--- src/rtl/fsm_seq_pkg.sv ---
// Shared types and sizing helpers for the serial sequence generator.
// State encoding, default geometry and counter-width function.
package fsm_seq_pkg;

   typedef enum logic [1:0] {
      IDLE  = 2'd0,
      SHIFT = 2'd1,
      GAP   = 2'd2
   } state_e;

   localparam int PAT_W_DEF      = 3;
   localparam int GAP_CYCLES_DEF = 1;

   // Width needed to hold values 0..n-1, never less than one bit.
   function automatic int cnt_w(input int n);
      return (n <= 1) ? 1 : $clog2(n);
   endfunction

endpackage

--- src/rtl/seq_piso_shift.sv ---
// Parallel-load, MSB-first, left-shift register with zero fill.
// Load has priority over shift; msb is the bit currently presented.
module seq_piso_shift #(
   parameter int W = 3
) (
   input  logic         clk,
   input  logic         aresetn,
   input  logic         load,
   input  logic         shift,
   input  logic [W-1:0] d,
   output logic         msb
);

   logic [W-1:0] sr_q;
   logic [W-1:0] sr_d;

   // Next register contents: parallel load, else shift left.
   always_comb begin
      sr_d = sr_q;
      if (load) begin
         sr_d = d;
      end else if (shift) begin
         sr_d = {sr_q[W-2:0], 1'b0};
      end
   end

   // Register update with synchronous active-low clear.
   always_ff @(posedge clk) begin
      if (!aresetn) begin
         sr_q <= '0;
      end else begin
         sr_q <= sr_d;
      end
   end

   assign msb = sr_q[W-1];

endmodule

--- src/rtl/fsm_sequence_generator.sv ---
// Framed MSB-first serial pattern transmitter with idle gap.
// Optional back-to-back repeat mode under SEQGEN_REPEAT_EN.
module fsm_sequence_generator
   import fsm_seq_pkg::*;
#(
   parameter int PAT_W      = PAT_W_DEF,
   parameter int GAP_CYCLES = GAP_CYCLES_DEF
) (
   input  logic             clk,
   input  logic             aresetn,
`ifdef SEQGEN_REPEAT_EN
   input  logic             repeat_en,
`endif
   input  logic             start,
   input  logic [PAT_W-1:0] pattern,
   output logic             ready,
   output logic             x,
   output logic             x_valid,
   output logic             done
);

   localparam int CW = cnt_w(PAT_W);
   localparam int GW = cnt_w(GAP_CYCLES + 1);

   localparam logic [CW-1:0] CNT_LOAD = CW'(PAT_W - 1);
   localparam logic [GW-1:0] GAP_LOAD =
      (GAP_CYCLES > 0) ? GW'(GAP_CYCLES - 1) : '0;

   state_e          state_q;
   state_e          state_d;
   logic [CW-1:0]   cnt_q;
   logic [CW-1:0]   cnt_d;
   logic [GW-1:0]   gap_q;
   logic [GW-1:0]   gap_d;
   logic            sr_load;
   logic            sr_shift;
   logic [PAT_W-1:0] sr_val;
   logic            sr_msb;

`ifdef SEQGEN_REPEAT_EN
   logic [PAT_W-1:0] hold_q;
   logic [PAT_W-1:0] hold_d;
`endif

   // Next-state, counter and shift-control decode.
   always_comb begin
      state_d  = state_q;
      cnt_d    = cnt_q;
      gap_d    = gap_q;
      sr_load  = 1'b0;
      sr_shift = 1'b0;
      sr_val   = pattern;
`ifdef SEQGEN_REPEAT_EN
      hold_d   = hold_q;
`endif
      unique case (state_q)
         IDLE: begin
            if (start) begin
               sr_load = 1'b1;
               cnt_d   = CNT_LOAD;
               state_d = SHIFT;
`ifdef SEQGEN_REPEAT_EN
               hold_d  = pattern;
`endif
            end
         end
         SHIFT: begin
            sr_shift = 1'b1;
            if (cnt_q == '0) begin
               state_d = (GAP_CYCLES > 0) ? GAP : IDLE;
               gap_d   = GAP_LOAD;
`ifdef SEQGEN_REPEAT_EN
               if (repeat_en) begin
                  sr_load = 1'b1;
                  sr_val  = hold_q;
                  cnt_d   = CNT_LOAD;
                  state_d = SHIFT;
               end
`endif
            end else begin
               cnt_d = cnt_q - CW'(1);
            end
         end
         GAP: begin
            if (gap_q == '0) begin
               state_d = IDLE;
            end else begin
               gap_d = gap_q - GW'(1);
            end
         end
         default: begin
            state_d = IDLE;
         end
      endcase
   end

   // State and counter registers, synchronous active-low reset.
   always_ff @(posedge clk) begin
      if (!aresetn) begin
         state_q <= IDLE;
         cnt_q   <= '0;
         gap_q   <= '0;
      end else begin
         state_q <= state_d;
         cnt_q   <= cnt_d;
         gap_q   <= gap_d;
      end
   end

`ifdef SEQGEN_REPEAT_EN
   // Held copy of the accepted pattern for repeat reloads.
   always_ff @(posedge clk) begin
      if (!aresetn) begin
         hold_q <= '0;
      end else begin
         hold_q <= hold_d;
      end
   end
`endif

   seq_piso_shift #(
      .W (PAT_W)
   ) u_piso (
      .clk     (clk),
      .aresetn (aresetn),
      .load    (sr_load),
      .shift   (sr_shift),
      .d       (sr_val),
      .msb     (sr_msb)
   );

   // Moore outputs decoded only from registered state and datapath.
   always_comb begin
      ready   = (state_q == IDLE);
      x_valid = (state_q == SHIFT);
      x       = (state_q == SHIFT) & sr_msb;
      done    = (state_q == SHIFT) & (cnt_q == '0);
   end

endmodule

--- config.mk ---
export PLATFORM = sky130hd
export DESIGN_NAME = fsm_sequence_generator
export DESIGN_NICKNAME = d
export VERILOG_FILES = /design/src/rtl/fsm_seq_pkg.sv /design/src/rtl/seq_piso_shift.sv /design/src/rtl/fsm_sequence_generator.sv
export SDC_FILE = /design/constraint.sdc
export NUM_CORES = 1
export LEC_CHECK = 0
export BUFFER_PORTS_ARGS = -buffer_cell sky130_fd_sc_hd__buf_2
export CAP_MARGIN = 25
export CORE_AREA = 2 2 39 41
export CTS_CLUSTER_DIAMETER = 50
export DETAILED_ROUTE_END_ITERATION = 7
export DIE_AREA = 0 0 41 43
export GPL_TIMING_DRIVEN = 0
export HOLD_SLACK_MARGIN = 0.08
export PLACE_DENSITY = 0.52
export SKIP_CTS_REPAIR_TIMING = 1
export SKIP_LAST_GASP = 1
export SLEW_MARGIN = 20
export SYNTH_ARGS = -nofsm -noshare
export SYNTH_HDL_FRONTEND = slang
export SYNTH_SLANG_ARGS = --single-unit
--- constraint.sdc ---
create_clock -name clk -period 2.4 [get_ports clk]
set_input_delay 0.36 -clock clk [delete_from_list [all_inputs] [get_ports clk]]
set_output_delay 0.36 -clock clk [all_outputs]
set_load 0.03 [all_outputs]
==> metrics.yaml, run 1 <==
power.static_leakage_uw: 0.000185
setup_ws_ns: 0.728
simple_gate_share_of_the_synthesized_area_pct: 30.2
floorplan.die_area_um2: 1760
netlist_instances: 37
route.detailed.drc: 0
hpwl_detailed_um: 485
setup-tns-final_ns: 0
syn-cell-area_um2: 348
synthMuxAreaShare_pct: 0
synth-seq-cells: 7
cellInternalPower_uw: 215
post_synthesis_adder_cell_area_fraction_pct: 3.60
first_pass_grt_wire_length_um: 1080
period_share_pct: 69.7
vias: 300
worst_path_largest_cell_delay_ns: 0.46
totalWireLength_um: 669
timing.max_cap.violations: 0
max_slew_margin_vs_limit_pct: 79.2
tritoncts.num_buffers: 3
yosysUniqueCellTypes: 20
ios: 10
drt_first_iter_violations: 2
postSynthAreaPerCell_um2: 9.40
die-height_um: 43
clock-sinks: 7
insertion_delay_ns: 0.25
final_util_pct: 31.7
synth_compound_area_share_pct: 22.7
io_buffers: 9
status: "completed"
clockRootBuffer: "sky130_fd_sc_hd__clkbuf_4"
drtPass1Iterations: 2
finalHoldViolations: 0
antenna_cells: 0
synth_top_area_share_pct: 40.3
start_kind: "flop"
grt_pass1_vias: 263
yosysWarningCount: 0
number_of_antenna_violations_at_the_first_check_in_global_routing: 0
synth-xor-area-share_pct: 0
antenna_violating_nets_post_route: 0
swShare_pct: 28.9
critPathSlowestCell: "sky130_fd_sc_hd__dfxtp_1"
core_area_um2: 1380
required_ns: 2.04
synth.area.top_cells: "sky130_fd_sc_hd__dfxtp_1 40%, sky130_fd_sc_hd__nor3b_2 7.2%, sky130_fd_sc_hd__a21boi_1 6.5%"
worst_setup_path_end_kind: "output port"
seq_area_frac_synth_pct: 40.3
synth_top_family_by_area: "simple AND/OR/NAND/NOR gates"
worst_hold_slack_ns: 0.350
slew_worst_pin_ns: 0.311
place_worst_setup_slack_ns: 0.996
critical_path_buf_inv_count: 2
critical_path_class: "flop to output port"
clockBufferDepth: 2
rsz0062_at_grt: "no"
grt_max_degree: 9
net-switching-power_uw: 87.4
synthToLayoutAreaGrowth_pct: 26.3
power.density_cell_area_nw_per_um2: 689
fmax_ghz: 0.598
critPathMaxFanout: 7
slew_limit_fails: 0
gp_congestion: 0.729
share_comb_of_total_power_pct: 20.0
fin_worst_skew_ns: 0.00391
finish.net_count: 58
path_clk_slew_ns: 0.06
power.share.clock_pct: 35.5
finalWorstPathRequiredPeriod_ns: 1.67
hp-class: "input port to flop"
ir_worst_vdd_v: 0.000209
start_util_pct: 25.1
routed_wire_length_per_instance_um: 10.1
grt.overflow.total: 0
die_w_um: 41
cts_tree: "built"
crit_path_cell_trace: "nand2b_2 > inv_2 > and2_1 > buf_2"
place_area_um2: 413
finalSetupViolations: 0
critPathTopFamily: "flip-flops"
row_count: 14
cts-htree-levels: 1
finalInstanceArea_um2: 439
worstPathArrival_ns: 1.31
avgViaCountPerCell: 4.55
postSynthNetCount: 44
sequentialPowerShare_pct: 44.5
globalRouteTotalUtil_pct: 9.34
yosysTopAreaCell: "sky130_fd_sc_hd__dfxtp_1"
layout-drive-gt1-share_pct: 38.0
## per-stage QoR
step / total power (µW) / cells
2_1_floorplan: 180 / 37
3_3_place_gp: 197 / 62
6_report: 303 / 66
4_1_cts: 309 / 66
3_5_place_dp: 198 / 62
5_1_grt: 321 / 66
## path summary, 6_finish.rpt
check,startpoint,slack (ns),cells past startpoint,endpoint
setup reg to reg,cnt_q[0]$_SDFFE_PN0P_,1.17,5,cnt_q[1]$_SDFFE_PN0P_
hold / removal,pattern[0],0.35,3,u_piso.sr_q[0]$_SDFFE_PN0P_
setup / recovery,state_q[1]$_SDFFE_PN0P_,0.73,4,x
hold reg to reg,u_piso.sr_q[0]$_SDFFE_PN0P_,0.47,2,u_piso.sr_q[1]$_SDFFE_PN0P_
## layer usage
metal / routed length [µm] / part of all wire [%] / GRT usage (%)
met1: 361 / 54 / 13.5
met2: 287 / 43 / 10.3
met3: 20 / 3.0 / 3.14
met4: 0 / 0 / 8.00
met5: 0 / 0 / 0
## flip-flops by register name (all words and copies together) (netlist names)
name         count
cnt_q            2
state_q          2
u_piso.sr_q      3
## area by class of cell
type	count	area (µm²)
clock buffer	4	26.3
sequential	7	140
inverter	3	11.3
fill	160	945
timing repair buffer	9	45.0
tap	16	20.0
multi-input combinational	27	196
## placed cells by master (no fill, tap or decap)
cell                       n
sky130_fd_sc_hd__dfxtp_1   7
sky130_fd_sc_hd__nand2b_2  1
sky130_fd_sc_hd__buf_2     9
sky130_fd_sc_hd__and3_1    1
sky130_fd_sc_hd__o21a_1    1
sky130_fd_sc_hd__o21ai_2   1
sky130_fd_sc_hd__ha_1      1
sky130_fd_sc_hd__clkbuf_1  1
sky130_fd_sc_hd__inv_2     1
sky130_fd_sc_hd__nand2_1   4
sky130_fd_sc_hd__o311a_1   1
sky130_fd_sc_hd__or3b_4    1
sky130_fd_sc_hd__nor2_1    2
sky130_fd_sc_hd__and2_1    2
sky130_fd_sc_hd__a21boi_1  3
sky130_fd_sc_hd__nor3b_2   2
sky130_fd_sc_hd__o21ai_0   1
sky130_fd_sc_hd__a22oi_2   1
sky130_fd_sc_hd__clkbuf_4  3
sky130_fd_sc_hd__inv_1     2
sky130_fd_sc_hd__a31oi_1   2
sky130_fd_sc_hd__nand3_1   2
sky130_fd_sc_hd__nor4b_1   1
## logic make-up (layout without fill, tap and decap cells)
kind of cell               count (synthesis)  count (layout)
adders and majority gates                  1               1
buffers and inverters                      3              16
DFF                                        7               7
and+or+nand+nor                           16              16
AOI/OAI and AO/OA                         10              10
## worst min-delay path: stages
cell and delay, ns:
sky130_fd_sc_hd__buf_2 0.09, sky130_fd_sc_hd__nand2_1 0.04, sky130_fd_sc_hd__a21boi_1 0.05
## power by group through the flow
stage	clock (µW)	combinational (µW)	sequential (µW)
2_1_floorplan	0	45.1	135
3_3_place_gp	0	60.7	137
3_5_place_dp	0	61.3	137
4_1_cts	113	61.3	134
5_1_grt	118	67.2	136
6_report	107	60.6	134
## cells in the mapped netlist
cell                       n
sky130_fd_sc_hd__nand3_1   2
sky130_fd_sc_hd__o21ai_0   1
sky130_fd_sc_hd__and3_1    1
sky130_fd_sc_hd__o21a_1    1
sky130_fd_sc_hd__o21ai_2   1
sky130_fd_sc_hd__inv_2     1
sky130_fd_sc_hd__nor4b_1   1
sky130_fd_sc_hd__a31oi_1   2
sky130_fd_sc_hd__or3b_4    1
sky130_fd_sc_hd__dfxtp_1   7
sky130_fd_sc_hd__a21boi_1  3
sky130_fd_sc_hd__nand2b_2  1
sky130_fd_sc_hd__nor2_1    2
sky130_fd_sc_hd__and2_1    2
sky130_fd_sc_hd__a22oi_2   1
sky130_fd_sc_hd__ha_1      1
sky130_fd_sc_hd__inv_1     2
sky130_fd_sc_hd__o311a_1   1
sky130_fd_sc_hd__nand2_1   4
sky130_fd_sc_hd__nor3b_2   2
Note: power is estimated with default switching activity, not from simulation.
==> run 2: changes to the inputs <==
- PLACE_DENSITY: 0.52 -> 0.53
- clock period: 2.4 -> 1.5 ns (I/O delays scaled with it)
==> run 2 against run 1 <==
Effect of this change:
- power up 63%
- critical endpoint is now done
- global-route usage grew 0.29 points
- highest routed layer is now met4
- count of clock-buffer cells in the layout is 1 lower
- largest power group unchanged
==> metrics.yaml, run 2 (same netlist as run 1, synthesis figures left out) <==
io_buffers: 9
power.density_cell_area_nw_per_um2: 1080
finish.net_count: 58
grt.overflow.total: 0
ir_worst_vdd_v: 0.000351
finalWorstPathRequiredPeriod_ns: 1.42
layout-drive-gt1-share_pct: 48.0
die-height_um: 43
core_area_um2: 1380
final_util_pct: 33.0
route.detailed.drc: 0
status: "completed"
start_util_pct: 25.1
finalHoldViolations: 0
routed_wire_length_per_instance_um: 10.4
cts_tree: "built"
grt_pass1_vias: 265
clockRootBuffer: "sky130_fd_sc_hd__clkbuf_4"
required_ns: 1.27
largest_reg_flops: 3
layout.cells.most_common_list: "8 x sky130_fd_sc_hd__buf_2, 4 x sky130_fd_sc_hd__nand2_1, 4 x sky130_fd_sc_hd__clkbuf_4, 4 x sky130_fd_sc_hd__dfxtp_1"
finalSetupViolations: 0
fin_worst_skew_ns: 0.00814
first_pass_grt_wire_length_um: 1080
critical_path_class: "flop to output port"
synthToLayoutAreaGrowth_pct: 31.3
cts-htree-levels: 1
share_comb_of_total_power_pct: 20.6
drtPass1Iterations: 4
insertion_delay_ns: 0.26
antenna_cells: 0
timing.reg2reg.worst_path_depth: 5
hold-path-endpoint: "u_piso.sr_q[0]$_SDFFE_PN0P_"
row_count: 14
filler_cell_count: 155
clockBufferDepth: 2
hpwl_detailed_um: 531
antenna_violating_nets_post_route: 0
sequentialPowerShare_pct: 44.0
timing.max_cap.violations: 0
fmax_ghz: 0.704
ios: 10
rsz0062_at_grt: "no"
avgViaCountPerCell: 4.58
clock-sinks: 7
drt_first_iter_violations: 6
path_clk_slew_ns: 0.06
vias: 302
totalWireLength_um: 687
top_register: "u_piso.sr_q"
power.share.clock_pct: 35.4
period_share_pct: 94.7
floorplan.die_area_um2: 1760
grt_max_degree: 9
hp-class: "input port to flop"
worst_hold_launch: "pattern[0]"
regToRegSetupSlack_ns: 0.36
mostFrequentLayoutCell: "sky130_fd_sc_hd__buf_2"
die_w_um: 41
max_slew_margin_vs_limit_pct: 79.5
worst_hold_slack_ns: 0.217
power.static_leakage_uw: 0.000189
rr_startpoint: "cnt_q[0]$_SDFFE_PN0P_"
r2r-end: "cnt_q[1]$_SDFFE_PN0P_"
globalRouteTotalUtil_pct: 9.63
swShare_pct: 30.1
slew_worst_pin_ns: 0.307
gp_congestion: 0.718
worst_setup_path_end_kind: "output port"
slew_limit_fails: 0
tritoncts.num_buffers: 3
start_kind: "flop"
cellInternalPower_uw: 346
top_regs: "u_piso.sr_q x3, cnt_q x2, state_q x2"
critPathMaxFanout: 7
hold_depth: 3
number_of_antenna_violations_at_the_first_check_in_global_routing: 0
net-switching-power_uw: 149
worstPathArrival_ns: 1.20
==> run 2: power by group through the flow <==
stage | combinational, µW | clock, µW | sequential, µW
2_1_floorplan | 72.1 | 0 | 216
3_3_place_gp | 97.1 | 0 | 219
3_5_place_dp | 97.5 | 0 | 220
4_1_cts | 97.8 | 178 | 216
5_1_grt | 114 | 194 | 220
6_report | 102 | 175 | 218
==> run 2: worst max path at each step <==
stage / startpoint / end
2_1_floorplan: state_q[1]$_SDFFE_PN0P_ / done
3_3_place_gp: state_q[1]$_SDFFE_PN0P_ / x
3_5_place_dp: state_q[1]$_SDFFE_PN0P_ / x
4_1_cts: state_q[1]$_SDFFE_PN0P_ / x
5_1_grt: state_q[1]$_SDFFE_PN0P_ / done
6_report: state_q[1]$_SDFFE_PN0P_ / done
==> run 2: per-layer routing <==
layer	GRT usage, %	part of all wire [%]	vias to the layer above
met4	10.0	4.4	0
li1	-	-	159
met3	1.57	2.5	4
met1	12.2	49	132
met5	0	0	-
met2	12.5	44	7
==> run 2: final cells by class <==
cell class	instances	area (µm²)	share of cell area, %
Multi-Input combinational cell	27	204	44.7
Sequential cell	7	144	31.5
Timing Repair Buffer	9	47.5	10.4
Clock buffer	3	22.5	4.93
Tap cell	16	20.0	4.38
Inverter	3	13.8	3.01
Clock inverter	1	5.00	1.10
==> run 2: critical path, cell delays in order, from the launching register on <==
cell and delay, ns:
sky130_fd_sc_hd__dfxtp_2 0.40, sky130_fd_sc_hd__nand2b_4 0.18, sky130_fd_sc_hd__inv_4 0.05, sky130_fd_sc_hd__and2_1 0.14
sky130_fd_sc_hd__clkbuf_4 0.17
==> run 2: metrics by stage <==
stage | area (µm²) | setup TNS, ns | setup slack, ns | cells | power [µW]
global route | 457 | 0 | 0.0135 | 66 | 527
global placement | 413 | 0 | 0.226 | 62 | 316
CTS | 440 | -0.109 | -0.0579 | 66 | 492
floorplan | 348 | 0 | 0.215 | 37 | 288
finish | 457 | 0 | 0.0792 | 66 | 494
detailed placement | 413 | 0 | 0.217 | 62 | 317
==> run 3: changes to the inputs <==
- PLACE_DENSITY: 0.53 -> 0.55
==> run 3 against run 2 <==
Effect of this change:
- sequential share of layout area fell by 0.44 points
- highest routed layer is now met3
- worst hold slack worse by 0.0013 ns
- power down 0.71%
- critical path depth stayed put
==> metrics.yaml, run 3 (same netlist as run 1, synthesis figures left out) <==
crit_path_end: "done"
clockRootBuffer: "sky130_fd_sc_hd__clkbuf_4"
finalHoldViolations: 0
finalWorstPathRequiredPeriod_ns: 1.44
period_share_pct: 95.9
layout-drive-gt1-share_pct: 43.1
mostFrequentLayoutCell: "sky130_fd_sc_hd__buf_2"
top_register: "u_piso.sr_q"
hp-class: "input port to flop"
max_slew_margin_vs_limit_pct: 79.4
hpwl_detailed_um: 469
cts-htree-levels: 1
rr_startpoint: "cnt_q[0]$_SDFFE_PN0P_"
power.density_cell_area_nw_per_um2: 1070
final_util_pct: 33.2
antenna_cells: 0
route.detailed.drc: 0
dp_cell_count: 62
largest_reg_flops: 3
fmax_ghz: 0.695
rsz0062_at_grt: "no"
setup-tns-final_ns: 0
insertion_delay_ns: 0.25
clock-sinks: 7
antenna_violating_nets_post_route: 0
clockBufferDepth: 2
path_clk_slew_ns: 0.05
power.static_leakage_uw: 0.000193
status: "completed"
die-height_um: 43
core_area_um2: 1380
row_count: 14
avgViaCountPerCell: 4.54
grt_max_degree: 9
die_w_um: 41
start_kind: "flop"
routed_wire_length_per_instance_um: 9.75
fin_cells: 67
cts_tree: "built"
swShare_pct: 28.5
ios: 10
required_ns: 1.27
design_power_total_uw: 491
worst_setup_path_end_kind: "output port"
gp_congestion: 0.629
critical_path_class: "flop to output port"
synthToLayoutAreaGrowth_pct: 32.0
globalRouteTotalUtil_pct: 8.84
timing.max_cap.violations: 0
regToRegSetupSlack_ns: 0.28
sequentialPowerShare_pct: 44.3
net-switching-power_uw: 140
start_util_pct: 25.1
power.share.clock_pct: 34.7
drt_first_iter_violations: 6
slew_worst_pin_ns: 0.307
filler_cell_count: 143
slew_limit_fails: 0
floorplan.die_area_um2: 1760
ir_worst_vdd_v: 0.000376
worstPathArrival_ns: 1.21
cellInternalPower_uw: 351
first_pass_grt_wire_length_um: 1010
vias: 304
grt.overflow.total: 0
io_buffers: 9
tritoncts.num_buffers: 3
finish.net_count: 59
fin_worst_skew_ns: 0.00533
share_comb_of_total_power_pct: 21.0
grt_pass1_vias: 258
finalSetupViolations: 0
top_regs: "u_piso.sr_q x3, cnt_q x2, state_q x2"
layout.cells.most_common_list: "7 x sky130_fd_sc_hd__buf_2, 5 x sky130_fd_sc_hd__dfxtp_1, 4 x sky130_fd_sc_hd__nand2_1, 4 x sky130_fd_sc_hd__clkbuf_4, 3 x sky130_fd_sc_hd__a21boi_1"
number_of_antenna_violations_at_the_first_check_in_global_routing: 0
drtPass1Iterations: 4
totalWireLength_um: 653
r2r-end: "cnt_q[0]$_SDFFE_PN0P_"
timing.reg2reg.worst_path_depth: 5
critPathMaxFanout: 5
worst_setup_sp: "cnt_q[0]$_SDFFE_PN0P_"
==> run 3: cell count changes in the layout (fill, tap and decap cells not counted) <==
cell | previous run | this run
sky130_fd_sc_hd__inv_4 | 1 | 0
sky130_fd_sc_hd__ha_2 | 1 | 0
sky130_fd_sc_hd__clkbuf_1 | 0 | 1
sky130_fd_sc_hd__ha_1 | 0 | 1
sky130_fd_sc_hd__dfxtp_1 | 4 | 5
sky130_fd_sc_hd__buf_4 | 0 | 2
sky130_fd_sc_hd__clkinv_2 | 1 | 0
sky130_fd_sc_hd__inv_2 | 0 | 1
sky130_fd_sc_hd__buf_2 | 8 | 7
sky130_fd_sc_hd__dfxtp_2 | 3 | 2
==> run 3: layer usage <==
| metal | wire, µm | track usage [%] | vias to the layer above |
|---|---|---|---|
| met5 | 0 | 0 | - |
| met4 | 0 | 10.0 | 0 |
| met3 | 14 | 1.57 | 0 |
| met2 | 319 | 10.9 | 4 |
| met1 | 318 | 11.3 | 139 |
| li1 | - | - | 161 |
==> run 3: final cells by class <==
type	count	area [µm²]	area share, %
well taps	16	20.0	4.36
flip-flops and latches	7	143	31.1
clock buffers	4	26.3	5.72
multi-input cells	27	201	43.9
repair buffers	10	57.6	12.5
inverters	3	11.3	2.45
==> run 3: worst min path at each step <==
stage,start,slack [ns],to,cells after the start
finish,pattern[0],0.22,u_piso.sr_q[0]$_SDFFE_PN0P_,3
global route,pattern[0],0.22,u_piso.sr_q[0]$_SDFFE_PN0P_,3
CTS,pattern[0],0.20,u_piso.sr_q[0]$_SDFFE_PN0P_,3
detailed placement,u_piso.sr_q[0]$_SDFFE_PN0P_,0.47,u_piso.sr_q[1]$_SDFFE_PN0P_,2
global placement,u_piso.sr_q[0]$_SDFFE_PN0P_,0.46,u_piso.sr_q[0]$_SDFFE_PN0P_,2
floorplan,aresetn,0.34,u_piso.sr_q[1]$_SDFFE_PN0P_,2
==> run 3: metrics by stage <==
step / worst slack (ns) / hold slack [ns] / cell area [µm²]
after global routing: 0.00121 / 0.225 / 459
after CTS: -0.0476 / 0.204 / 439
after detailed placement: 0.229 / 0.465 / 413
final: 0.0609 / 0.216 / 459
after global placement: 0.232 / 0.457 / 413
after floorplan: 0.215 / 0.336 / 348
==> run 3: critical path, stage by stage, from the launching register on <==
cell and delay [ns]:
sky130_fd_sc_hd__dfxtp_1 0.36, sky130_fd_sc_hd__inv_1 0.05, sky130_fd_sc_hd__ha_1 0.25, sky130_fd_sc_hd__and2_1 0.15, sky130_fd_sc_hd__buf_4 0.16
==> run 3: power groups by stage <==
stage	combinational (µW)	sequential, µW	clock, µW
floorplan	72.1	216	0
global placement	96.8	219	0
detailed placement	97.1	219	0
CTS	97.4	215	176
global route	113	220	188
finish	103	217	170
